`src/rtl/cpu_pkg.sv`:
```
// cpu_pkg: shared Mini-SRC encodings for the shift/rotate unit.
package cpu_pkg;

    localparam int DEFAULT_WIDTH = 32;

    localparam logic [2:0] OP_SHR  = 3'b000;
    localparam logic [2:0] OP_SHRA = 3'b001;
    localparam logic [2:0] OP_SHL  = 3'b010;
    localparam logic [2:0] OP_ROR  = 3'b011;
    localparam logic [2:0] OP_ROL  = 3'b100;

    typedef enum logic {
        ST_IDLE = 1'b0,
        ST_RUN  = 1'b1
    } state_t;

endpackage

```
`src/rtl/shift_rotate_seq_shift_step.sv`:
```
// shift_step: one-position shift/rotate of the accumulator for the selected op.
module shift_step
    import cpu_pkg::*;
#(
    parameter int WIDTH = DEFAULT_WIDTH
) (
    input  logic [2:0]       op,
    input  logic [WIDTH-1:0] din,
    output logic [WIDTH-1:0] dout
);

    always_comb
        dout = (op == OP_SHR)  ? {1'b0, din[WIDTH-1:1]} :
               (op == OP_SHRA) ? {din[WIDTH-1], din[WIDTH-1:1]} :
               (op == OP_SHL)  ? {din[WIDTH-2:0], 1'b0} :
               (op == OP_ROR)  ? {din[0], din[WIDTH-1:1]} :
               (op == OP_ROL)  ? {din[WIDTH-2:0], din[WIDTH-1]} : din;

endmodule

```
`src/rtl/shift_rotate_seq.sv`:
```
// shift_rotate_seq: multi-cycle shift/rotate unit, one bit position per clock.
module shift_rotate_seq
    import cpu_pkg::*;
#(
    parameter int WIDTH = DEFAULT_WIDTH,
    parameter int CNT_W = 6
) (
    input  logic             clk,
    input  logic             clr,
    input  logic             start,
    input  logic [2:0]       op,
    input  logic [WIDTH-1:0] a,
    input  logic [WIDTH-1:0] b,
    output logic             busy,
    output logic             done,
    output logic [WIDTH-1:0] result
);

    localparam int LW = $clog2(WIDTH);

    state_t           state;
    logic [CNT_W-1:0] count;
    logic [CNT_W-1:0] eff;
    logic [2:0]       op_q;
    logic [WIDTH-1:0] step;

    // Shifts saturate at WIDTH; rotates wrap modulo WIDTH; unknown ops pass through.
    always_comb
        eff = (op == OP_ROR || op == OP_ROL) ? CNT_W'(b[LW-1:0]) :
              (op == OP_SHR || op == OP_SHRA || op == OP_SHL) ?
                  ((b >= WIDTH) ? CNT_W'(WIDTH) : CNT_W'(b)) : '0;

    shift_step #(.WIDTH(WIDTH)) u_step (
        .op   (op_q),
        .din  (result),
        .dout (step)
    );

    always_ff @(posedge clk or negedge clr) begin
        if (!clr) begin
            state  <= ST_IDLE;
            busy   <= 1'b0;
            done   <= 1'b0;
            result <= '0;
            count  <= '0;
            op_q   <= '0;
        end else begin
            done <= 1'b0;
            if (state == ST_IDLE) begin
                if (start) begin
                    result <= a;
                    count  <= eff;
                    op_q   <= op;
                    state  <= ST_RUN;
                    busy   <= 1'b1;
                end
            end else if (count != '0) begin
                result <= step;
                count  <= count - CNT_W'(1);
            end else begin
                state <= ST_IDLE;
                busy  <= 1'b0;
                done  <= 1'b1;
            end
        end
    end

endmodule

```
`config.mk`:
```
export PLATFORM = sky130hd
export DESIGN_NAME = shift_rotate_seq
export DESIGN_NICKNAME = d
export VERILOG_FILES = /design/src/rtl/cpu_pkg.sv /design/src/rtl/shift_rotate_seq_shift_step.sv /design/src/rtl/shift_rotate_seq.sv
export SDC_FILE = /design/constraint.sdc
export NUM_CORES = 1
export LEC_CHECK = 0
export BUFFER_PORTS_ARGS = -buffer_cell sky130_fd_sc_hd__buf_2
export CAP_MARGIN = 5
export CORE_MARGIN = 2
export CORE_UTILIZATION = 47
export CTS_CLUSTER_DIAMETER = 30
export DETAILED_ROUTE_END_ITERATION = 12
export PLACE_DENSITY = 0.81
export SLEW_MARGIN = 20
export SYNTH_ARGS = -nofsm -noshare
export SYNTH_HDL_FRONTEND = slang
export SYNTH_HIERARCHICAL = 1
export SYNTH_SLANG_ARGS = --single-unit
```
`constraint.sdc`:
```
create_clock -name clk -period 1.8 [get_ports clk]
set_input_delay 0.09 -clock clk [delete_from_list [all_inputs] [get_ports clk]]
set_output_delay 0.09 -clock clk [all_outputs]
set_load 0.01 [all_outputs]
```
==> impl_metrics.csv <==
group,metric,value,unit
synthesis,seq_area_frac_synth,32.2,%
layout,areaGrowthSynthToFinish,24.5,%
synthesis,synth_top_family_by_area,"compound AO/OA/AOI/OAI gates",
synthesis,synthSimpleGateAreaFrac,21.3,%
placed_design,numPortBuffers,103,
timing,max_freq,0.552,GHz
grt,global_route.usage.met1,31.6,%
power,powerDensity,2130,nW/um^2
detailed_routing,ant_nets,0,
clock_tree,cts_tree,"built",
synthesis,ys.flop_type,"dfrtp_1",
synthesis,syn_nets,481,
clock_tree,htree_num_levels,2,
timing,rsz0062_at_grt,"yes",
power,ir_drop,0.800,mV
floorplanning,fp.dieW,89.3,um
layout,layout_common_cells,"buf_2 (103), dfrtp_1 (42), nand2_1 (41)",
synthesis,synth_top_area_share,32.2,%
timing,finalCritPeriodShare,101,%
grt,grt_pass1_wl,15.3,mm
grt,grt_start_max_net_pins,56,
min_path,hp-class,"primary input to flip-flop",
setup_path,crit_arrival,1.98,ns
floorplanning,die_h,89.3,um
status,status,"complete, but fails checks",
power,p_comb_share,66.1,%
synthesis,yosys-top-cells-area,"dfrtp_1 (32%), mux2i_1 (11%), a211oi_1 (6.8%)",
clock_tree,clk_latency,0.29,ns
power,total_power,9.09,mW
setup_path,cpMaxStageDelayCell,"or4b_4",
detailed_routing,wl,9.30,mm
synthesis,synth_xor_area_share,0.256,%
grt,antenna_found_initial,0,
flow_run,drv_cap,0,
grt,grt_overflow,0,
layout,diodes,0,
clock_tree,path_clk_slew,0.09,ns
detailed_routing,routedWlPerCell,15.4,um
timing,finalSetupTns,-0.0214,ns
timing,setup-violations-final,3,
setup_path,worstPathMaxFanout,8,
placed_design,placed_cell_area,4040,um^2
synthesis,ys_warn_count,6,
synthesis,synth-seq-cells,44,
synthesis,syn_avg_cell_area,8.36,um^2
setup_path,cp_cell_sequence,"inv_2, ha_4, or4b_4, o22ai_4, buf_12, o21ai_1, a22oi_1, o21ai_0",
detailed_routing,drc,0,
synthesis,synth.area.mux_share,11.5,%
floorplanning,dieArea,7980,um^2
synthesis,synthesis.area,3420,um^2
placed_design,place.gp.congestion,0.850,
setup_path,end_kind,"flip-flop",
grt,grtUsageTotal,23.8,%
power,p_clk_share,7.5,%
synthesis,synth_compound_area_share,26.9,%
grt,use_met3,4.25,%
grt,top_usage_layer,"met2",
timing,clock_skew,0.0103,ns
timing,relSlewSlack,70.9,%
setup_path,timing_worst_setup_path_type,"flip-flop to flip-flop",
detailed_routing,first_pass_iters,5,
power,seqPwrFrac,26.4,%
synthesis,synth_adder_area_share,0.732,%
floorplanning,rows,31,
detailed_routing,post_drt_via_cell_ratio,5.99,
layout,fillerInstances,682,
power,p_int,4.72,mW
timing,setup_ws,-0.0119,ns
layout,nets,576,
placed_design,dp_hpwl,6.47,mm
detailed_routing,vias,3619,
grt,use_met2,39.5,%
power,leakagePower,1.87,nW
power,swShare,48.1,%
power,p_sw,4.37,mW
clock_tree,clk_root_buffer_cell,"clkbuf_8",
layout,drive_above_1_share,31.1,%
detailed_routing,drt_iter0_markers,368,
clock_tree,clock_path_buffers,2,
synthesis,postSynth.asyncResetShare,100,%
clock_tree,clock_sinks,44,
timing,worstMarginPinSlew,0.437,ns
synthesis,yosysTopAreaCell,"dfrtp_1",
layout,final_common_cell,"buf_2",
layout,design_area,4260,um^2
setup_path,cp_slowest_stage_delay,0.47,ns
grt,first_global_vias,3356,
status,violations,"setup timing",
timing,period_needed,1.81,ns
timing,drv_slew,0,
floorplanning,initial_core_util,47.9,%
synthesis,synthCells,409,
timing,finalHoldViolCount,0,
clock_tree,cts_buffers,5,
placed_design,dpl_worst_slack,-0.0924,ns
floorplanning,core,7140,um^2
synthesis,ys_types,38,
setup_path,crit_path_start_kind,"flip-flop",
floorplanning,ios,104,
synthesis,synth_edf_count,0,
setup_path,cp.required,1.97,ns
[metrics by stage]
stage	util [%]	cells	hold WS (ns)
after floorplan	-	409	-0.206
after global placement	56.6	590	0.0248
final	59.7	604	0.0210
after detailed placement	56.6	590	0.0270
after CTS	58.6	602	0.0158
after global routing	59.7	604	0.0389
[power groups by stage]
stage,registers [mW],clock network (mW),logic (mW)
3_5_place_dp,2.40,0,5.68
5_1_grt,2.52,0.751,6.69
6_report,2.40,0.685,6.00
2_1_floorplan,2.34,0,4.21
3_3_place_gp,2.35,0,5.46
4_1_cts,2.38,0.705,5.77
[registers in the layout (all words and copies together) (netlist names)]
| register | cells |
|---|---|
| done | 1 |
| op_q | 3 |
| busy | 1 |
| state | 1 |
| count | 6 |
| result | 32 |
[final timing paths]
kind,cells past startpoint,startpoint,slack (ns),end
setup / recovery,8,count[0]$_DFFE_PN0P_,-0.01,count[3]$_DFFE_PN0P_
hold / removal,3,b[1],0.02,count[1]$_DFFE_PN0P_
setup reg to reg,8,count[0]$_DFFE_PN0P_,-0.01,count[3]$_DFFE_PN0P_
hold reg to reg,2,busy$_DFFE_PN0P_,0.50,busy$_DFFE_PN0P_
max in group asynchronous,3,clr,0.96,result[20]$_DFFE_PN0P_
min in group asynchronous,2,clr,0.24,result[29]$_DFFE_PN0P_
[critical path, delay by kind of cell, from the launching register on]
| kind | cells | cell delay (ns) |
|---|---|---|
| compound gates | 4 | 0.45 |
| fa+ha+maj | 1 | 0.11 |
| buf+inv | 2 | 0.24 |
| flops | 1 | 0.40 |
| simple gates | 1 | 0.47 |
[cell usage after synthesis, drive strengths merged, types with 2 or more instances]
cell	instances
nand3	2
o21ai	40
or2	3
o31ai	30
nand3b	30
mux2i	36
and2	2
nor4	6
clkbuf	18
mux2	3
o221ai	2
nand2b	5
nor2	4
nor3b	2
inv	5
nor3	34
a211oi	31
nor2b	2
a22oi	2
nand2	41
ha	2
a21oi	3
dfrtp	44
o22ai	31
buf	26
[cell families (layout without fill, tap and decap cells)]
logic type / count (synthesis) / after routing
compound gates: 140 / 140
xor+xnor: 1 / 1
fa+ha+maj: 2 / 2
buf+inv: 49 / 145
flops: 44 / 44
mux: 39 / 39
simple gates: 134 / 134
[timing repair]
action,in CTS,in global routing
setup buffers,3,2
setup endpoints to repair,31,38
hold endpoints to repair,14,0
hold buffers,1,0
pin swaps,2,3
gates resized for setup,6,14
[area by class of cell]
class | instances | area [um^2] | share of cell area, %
multi-input combinational | 316 | 2120 | 49.7
sequential | 44 | 1100 | 25.9
timing repair buffer | 132 | 797 | 18.7
tap | 99 | 124 | 2.91
clock buffer | 8 | 100 | 2.35
inverter | 5 | 18.8 | 0.441
[per-layer routing]
metal	part of all wire, %	up-vias
met5	0	-
met4	1.6	0
met3	7.0	15
met2	47	145
met1	44	1710
li1	-	1749
Power figures use the tool's default switching activity.
